**config.mk**
```make
export PLATFORM = sky130hd
export DESIGN_NAME = mult_share_sched
export DESIGN_NICKNAME = d
export VERILOG_FILES = /design/src/rtl/mult_pkg.sv /design/src/rtl/rr_arbiter.sv /design/src/rtl/mult_share_sched.sv
export SDC_FILE = /design/constraint.sdc
export NUM_CORES = 1
export LEC_CHECK = 0
export ABC_AREA = 0
export BUFFER_PORTS_ARGS = -buffer_cell sky130_fd_sc_hd__buf_4
export CAP_MARGIN = 30
export CORE_UTILIZATION = 50
export DETAILED_ROUTE_END_ITERATION = 10
export GPL_TIMING_DRIVEN = 0
export PLACE_DENSITY = 0.87
export SLEW_MARGIN = 20
export SYNTH_ARGS = -nofsm -noshare
export SYNTH_HDL_FRONTEND = slang
export SYNTH_SLANG_ARGS = --single-unit
```
**constraint.sdc**
```tcl
create_clock -name clk -period 4.02 [get_ports clk]
set_input_delay 0 -clock clk [delete_from_list [all_inputs] [get_ports clk]]
set_output_delay 0 -clock clk [all_outputs]
set_load 0.01 [all_outputs]
```
**src/rtl/mult_pkg.sv**
```systemverilog
// Shared types and default sizing for the shared sequential multiplier.
package mult_pkg;

    localparam int unsigned MULT_WIDTH   = 4;
    localparam int unsigned MULT_NUM_REQ = 4;

    typedef enum logic [1:0] {
        IDLE = 2'd0,
        RUN  = 2'd1,
        RESP = 2'd2
    } state_e;

endpackage

```
**src/rtl/rr_arbiter.sv**
```systemverilog
// Combinational round-robin picker: first asserted request scanning upward from last_grant+1.
module rr_arbiter #(
    parameter int unsigned NUM_REQ = 4,
    parameter int unsigned ID_W    = $clog2(NUM_REQ)
) (
    input  logic [NUM_REQ-1:0] req_i,
    input  logic [ID_W-1:0]    last_grant_i,
    output logic [NUM_REQ-1:0] grant_o,
    output logic [ID_W-1:0]    grant_idx_o
);

    logic            found;
    logic [ID_W-1:0] cand;

    always_comb begin
        grant_o     = '0;
        grant_idx_o = '0;
        found       = 1'b0;
        cand        = '0;
        for (int unsigned off = 1; off <= NUM_REQ; off++) begin
            cand = ID_W'((32'(last_grant_i) + off) % NUM_REQ);
            if (!found && req_i[cand]) begin
                found         = 1'b1;
                grant_o[cand] = 1'b1;
                grant_idx_o   = cand;
            end
        end
    end

endmodule

```
**src/rtl/mult_share_sched.sv**
```systemverilog
// One shift-add multiplier time-shared among NUM_REQ requesters with a round-robin grant.
module mult_share_sched
    import mult_pkg::*;
#(
    parameter int unsigned NUM_REQ = MULT_NUM_REQ,
    parameter int unsigned WIDTH   = MULT_WIDTH,
    parameter int unsigned ID_W    = $clog2(NUM_REQ)
) (
    input  logic                       clk,
    input  logic                       reset,
    input  logic [NUM_REQ-1:0]         req_valid,
    output logic [NUM_REQ-1:0]         req_ready,
    input  logic [NUM_REQ*WIDTH-1:0]   req_a,
    input  logic [NUM_REQ*WIDTH-1:0]   req_b,
    output logic                       rsp_valid,
    input  logic                       rsp_ready,
    output logic [2*WIDTH-1:0]         rsp_product,
    output logic [ID_W-1:0]            rsp_id,
    output logic                       busy
);

    localparam int unsigned CNT_W = (WIDTH > 1) ? $clog2(WIDTH) : 1;
    localparam int unsigned PW    = 2 * WIDTH;

    state_e             state_q, state_d;
    logic [WIDTH-1:0]   a_q, a_d;
    logic [WIDTH-1:0]   b_q, b_d;
    logic [PW-1:0]      acc_q, acc_d;
    logic [CNT_W-1:0]   cnt_q, cnt_d;
    logic [ID_W-1:0]    id_q, id_d;
    logic [ID_W-1:0]    last_q, last_d;

    logic [NUM_REQ-1:0] grant;
    logic [ID_W-1:0]    grant_idx;
    logic [WIDTH-1:0]   a_sel, b_sel;

    rr_arbiter #(
        .NUM_REQ (NUM_REQ),
        .ID_W    (ID_W)
    ) u_arb (
        .req_i        (req_valid),
        .last_grant_i (last_q),
        .grant_o      (grant),
        .grant_idx_o  (grant_idx)
    );

    // Mux the granted lane with constant slices so the one-hot grant drives the select.
    always_comb begin
        a_sel = '0;
        b_sel = '0;
        for (int unsigned i = 0; i < NUM_REQ; i++) begin
            if (grant[i]) begin
                a_sel = req_a[i*WIDTH +: WIDTH];
                b_sel = req_b[i*WIDTH +: WIDTH];
            end
        end
    end

    always_comb begin
        state_d   = state_q;
        a_d       = a_q;
        b_d       = b_q;
        acc_d     = acc_q;
        cnt_d     = cnt_q;
        id_d      = id_q;
        last_d    = last_q;
        req_ready = '0;
        case (state_q)
            IDLE: begin
                if (|req_valid) begin
                    req_ready = grant;
                    a_d       = a_sel;
                    b_d       = b_sel;
                    id_d      = grant_idx;
                    acc_d     = '0;
                    cnt_d     = '0;
                    state_d   = RUN;
                end
            end
            RUN: begin
                if (b_q[cnt_q]) begin
                    acc_d = acc_q + ({{WIDTH{1'b0}}, a_q} << cnt_q);
                end
                cnt_d = cnt_q + 1'b1;
                if (cnt_q == CNT_W'(WIDTH - 1)) begin
                    state_d = RESP;
                end
            end
            RESP: begin
                if (rsp_ready) begin
                    last_d  = id_q;
                    state_d = IDLE;
                end
            end
            default: state_d = IDLE;
        endcase
    end

    always_ff @(posedge clk) begin
        if (reset) begin
            state_q <= IDLE;
            a_q     <= '0;
            b_q     <= '0;
            acc_q   <= '0;
            cnt_q   <= '0;
            id_q    <= '0;
            last_q  <= ID_W'(NUM_REQ - 1);
        end else begin
            state_q <= state_d;
            a_q     <= a_d;
            b_q     <= b_d;
            acc_q   <= acc_d;
            cnt_q   <= cnt_d;
            id_q    <= id_d;
            last_q  <= last_d;
        end
    end

    assign rsp_valid   = (state_q == RESP);
    assign rsp_product = acc_q;
    assign rsp_id      = id_q;
    assign busy        = (state_q != IDLE);

endmodule

```
-- Word level (Yosys, flattened, before mapping)
Cells that the tools add are included.
- output and inout bits: 16
- input bits: 39
- logic and storage cells: 100
- flip-flop bits (word level): 24
- reduce and logical (&&, ||, !) cells: 19
- $add $sub $neg: 6
- muxes and demuxes: 48
- shift operators: 1
- eq/ne operators: 7
- order comparisons: 9
- bitwise logic cells: 3
- operator list (operator ; count):
    $mux W4 ; 14
    $mux W2 ; 8
    $mux W8 ; 2
    $pmux W8 S2 ; 1
    $lt A2 B3 Y1 const B ; 5
    $mux W1 ; 12
    $or A4 B4 Y4 ; 3
    $bmux W1 S2 ; 5
    $add A8 B8 Y8 ; 1
    $demux W1 S2 ; 4
    $ge A2 B1 Y1 const B ; 4
    $shl A4 B2 Y8 ; 1
    $logic_and A1 B1 Y1 ; 7
    $add A2 B1 Y2 const B ; 3
    $ne A2 B2 Y1 const B ; 3
    $pmux W2 S3 ; 1
    $reduce_and A2 Y1 ; 3
    $reduce_and A3 Y1 ; 2
    $add A2 B2 Y2 const B ; 2
    $eq A2 B2 Y1 const B ; 2
    $pmux W2 S2 ; 1
    $reduce_bool A2 Y1 ; 2
    $reduce_or A4 Y1 ; 1
    $logic_not A1 Y1 ; 3
    3 further kinds ; 3

-- Longest topological paths before layout
- word-level depth: 17
- mapped depth: 12
- mapped depth without buffers: 9

-- Cells and area by module
A second synthesis with hierarchy kept.
- cells, all modules: 269
- area, all modules: 2154.6 um2
- by module, submodules not included (module ; times used ; cells an instance ; area an instance (um2) ; seq. area each (um2)):
    mult_share_sched ; 1 ; 201 ; 1609.0 ; 480.5
    rr_arbiter ; 1 ; 68 ; 545.5 ; 0.0

-- Worst setup path before layout
OpenSTA, ideal clock, no wires.
- path kind: register to register
- from: register last_q[1]
- to: register a_q[0]
- cell stages (with the launch flop): 11
- clock period less this slack: 2.838 ns
- slack: 1.182 ns
- arrival: 2.746 ns
- setup time: 0.092 ns
- path buffers: 3
- data required time: 3.928 ns
- cell sequence: dfxtp_1 inv_1 ha_1 buf_6 mux4_2 buf_6 a22oi_4 o31ai_4 or3_1 buf_6 o32ai_1
- longest elaborated chain between the ends: 17
- elaborated cells on any way between the ends: 52
- those cells by class: add/sub (4); order compare (8); mux (27); bitwise (3); reduce/logical (10)
- RTL lines (what ; line ; text):
    start: declaration ; mult_share_sched.sv:31 ; logic [ID_W-1:0] last_q, last_d;
    start signal: assignment ; mult_share_sched.sv:107 ; last_q <= ID_W'(NUM_REQ - 1);
    start signal: assignment ; mult_share_sched.sv:115 ; last_q <= last_d;
    branches (longest 12 deep; another with $lt A2 B3 Y1) ; -- ;
    $mux W4 (*) ; rr_arbiter.sv:22 ; if (!found && req_i[cand]) begin
    $mux W4 (3 in a row) ; mult_share_sched.sv:52 ; if (grant[i]) begin
    $mux W4 (*) ; mult_share_sched.sv:52 ;
    end signal: assignment ; mult_share_sched.sv:102 ; a_q <= '0;
    end signal: assignment ; mult_share_sched.sv:110 ; a_q <= a_d;
    end: declaration ; mult_share_sched.sv:26 ; logic [WIDTH-1:0] a_q, a_d;
Every way passes the cells marked *. The select of a mux whose other input is x is not followed.
A chain may end at the register's enable or synchronous reset.

-- Worst setup path in the final report
- from: register last_q[1]
- to: register a_q[1]
The elaborated chain is that of the path after synthesis.

==> metrics.yaml <==
num_vias: 2037
grt_usage_pct: 25.13
rows: 22
yosysUniqueCellTypes: 53
synth_top_area_share_pct: 23.62
die_x_um: 65.79
leakage_uw: 0.001127
grt_max_degree: 14
cts_hold_buf: 0
worst_pin_slew_ns: 0.5708
power_frac_clock_pct: 28.2
ctsLongestPathBuffers: 2
rsz0062_at_grt: "no"
seq_power_share_pct: 43.4
fin_worst_skew_ns: 0.006920
cts_resized: 0
clock_latency_ns: 0.27
detail-route-antenna-nets: 0
drc_errors: 0
totalWireLength_um: 5252
async_flop_share_pct: 0
period_share_pct: 83.29
timing.setup.tns_ns: 0
worst-path-max-fanout: 11
hold_viol_final: 1
timing.rr.end: "a_q[1]"
min_to: "rsp_product[7]"
switchingPower_uw: 179.5
cts_made_buffers: 3
routedWlPerCell_um: 15.58
die_y_um: 65.79
status: "finished, violations left"
ys_seq_area_share_pct: 23.62
synth_edf_count: 0
drtPass1Iterations: 4
ys_warn_count: 0
overflow: 0
fin_nets: 346
post-route-util_pct: 67.15
switching_share_pct: 29.99
syn-cell-area_um2: 2034
synth_top_area_cell: "dfxtp_1"
cts_setup_buffers: 0
ff2ff_setup_slack_ns: 0.67
ys_ff_latch: 24
dp.cells: 333
critPathLaunchType: "register"
synth_flop_cell: "dfxtp_1"
worst_hold_slack_ns: -0.003847
final_cell_count_no_fill: 337
cts_tree: "built"
violations: "negative hold slack"
htree_levels: 1
worst-r2r-cell-count: 11
endpoint_kind: "register"
antenna_found_initial: 0
slew_violations: 0
dp_hpwl_um: 4043
power_frac_comb_pct: 28.4
max_freq_mhz: 298.7
cts.sinks: 24
drv_cap: 0
area_delta_synth_final_pct: 24.48
viasPerCell: 6.045
initial_core_util_pct: 53.95
hold_path_class: "input port to register"
grt_pass1_vias: 1848
grt_pass1_wl_um: 8390
holdPathStages: 2
synthCells: 234
r2r-start: "last_q[1]"
holdCritStartpoint: "reset"
power.internal_uw: 419.1
port-buffer-count: 51
fin_crit_ns: 3.348
die_area_um2: 4328
max_slew_margin_pct: 61.81
drive_above_1_share_pct: 27.68
gp_congestion: 0.8970
cts_root_buf: "clkbuf_8"
crit_required_ns: 4.17
fp.coreArea_um2: 3771
avgSynthCellArea_um2: 8.694
diodes: 0
ir_drop_mv: 0.1240
yosys-top-cells-area: "dfxtp_1, ha_1, mux4_2, nor2_1, a221oi_1"
clk_pin_slew_worst_paths_ns: 0.09
ios: 55
syn_nets: 290
critPathArrivalTime_ns: 3.50
setup_violations: 0
path_class: "register to register"
powerDensity_nw_per_um2: 236.4
drt_iter0_drc: 140
==> per-layer routing <==
layer / part of all wire [%] / GRT usage (%)
met1: 42 / 30.34
met2: 49 / 43.88
met3: 6.6 / 4.138
met4: 1.7 / 9.783
met5: 0 / 0
==> cell type report <==
cell class	instances	area, um2
sequential	24	480.5
buffer	17	98.84
clock buffer	4	55.05
multi-input combinational	185	1425
tap	48	60.06
fill	318	1239
timing repair buffer	51	382.9
inverter	8	30.03
==> cell usage in the layout, fill, tap and decap left out, types with 3 or more instances in the layout <==
| master | count |
|---|---|
| ha_1 | 16 |
| nor2b_1 | 5 |
| nor2_1 | 27 |
| nand3_1 | 5 |
| mux2i_1 | 5 |
| a21oi_1 | 17 |
| o21ai_0 | 6 |
| clkbuf_1 | 8 |
| dfxtp_1 | 24 |
| clkbuf_8 | 4 |
| buf_4 | 51 |
| a31oi_1 | 13 |
| inv_1 | 8 |
| buf_6 | 4 |
| a211oi_1 | 4 |
| a221oi_1 | 10 |
| nand3b_1 | 4 |
| and2_1 | 9 |
| o32ai_1 | 7 |
| mux4_2 | 5 |
| a21o_1 | 3 |
| xnor2_1 | 3 |
| nand2_1 | 9 |
==> per-stage QoR <==
step	area, um2	setup slack [ns]	power, uW
detailed placement	2477	0.7845	432.6
global route	2532	0.5017	626.0
global placement	2477	0.8180	427.2
floorplan	2034	1.182	368.7
CTS	2532	0.7326	596.1
finish	2532	0.6719	598.6
==> cells in the mapped netlist, types with 6 or more instances <==
master,instances
nor2_1,27
dfxtp_1,24
a21oi_1,17
ha_1,16
a31oi_1,13
a221oi_1,10
and2_1,9
nand2_1,9
clkbuf_1,8
inv_1,8
o32ai_1,7
o21ai_0,6
==> logic make-up after synthesis <==
kind of cell	count (synthesis)	share of synthesized area, %
fa+ha+maj	17	10.82
flops	24	23.62
simple gates	75	19.56
compound gates	78	29.40
buf+inv	25	6.334
mux	11	8.549
xor+xnor	4	1.722
==> registers in the layout, indices dropped and copies added, names as in the netlist <==
name,cells
a_q,4
b_q,4
cnt_q,2
last_q,2
rsp_id,2
rsp_product,8
state_q,2
==> worst max-delay path by stage <==
stage	start	to	slack [ns]	cells after the start
3_3_place_gp	last_q[1]	a_q[1]	0.82	11
3_5_place_dp	last_q[1]	a_q[1]	0.78	11
2_1_floorplan	last_q[1]	a_q[0]	1.18	10
5_1_grt	last_q[1]	a_q[3]	0.50	10
6_report	last_q[1]	a_q[1]	0.67	11
4_1_cts	last_q[1]	a_q[1]	0.73	11
==> power groups by stage <==
stage / logic (uW) / clock network, uW / registers, uW
final: 170 / 169 / 260
after global routing: 185 / 181 / 260
after CTS: 169 / 168 / 259
after detailed placement: 168 / 0 / 265
after global placement: 164 / 0 / 264
after floorplan: 106 / 0 / 263
==> critical path, cell delays in order (launching register included) <==
cell      delay (ns)
dfxtp_1         0.57
inv_1           0.22
ha_1            0.34
buf_6           0.13
mux4_2          0.53
buf_6           0.17
a21oi_1         0.12
a21oi_1         0.09
or2_1           0.21
buf_1           0.18
a221oi_1        0.48
o32ai_2         0.17
Power figures use the tool's default switching activity.
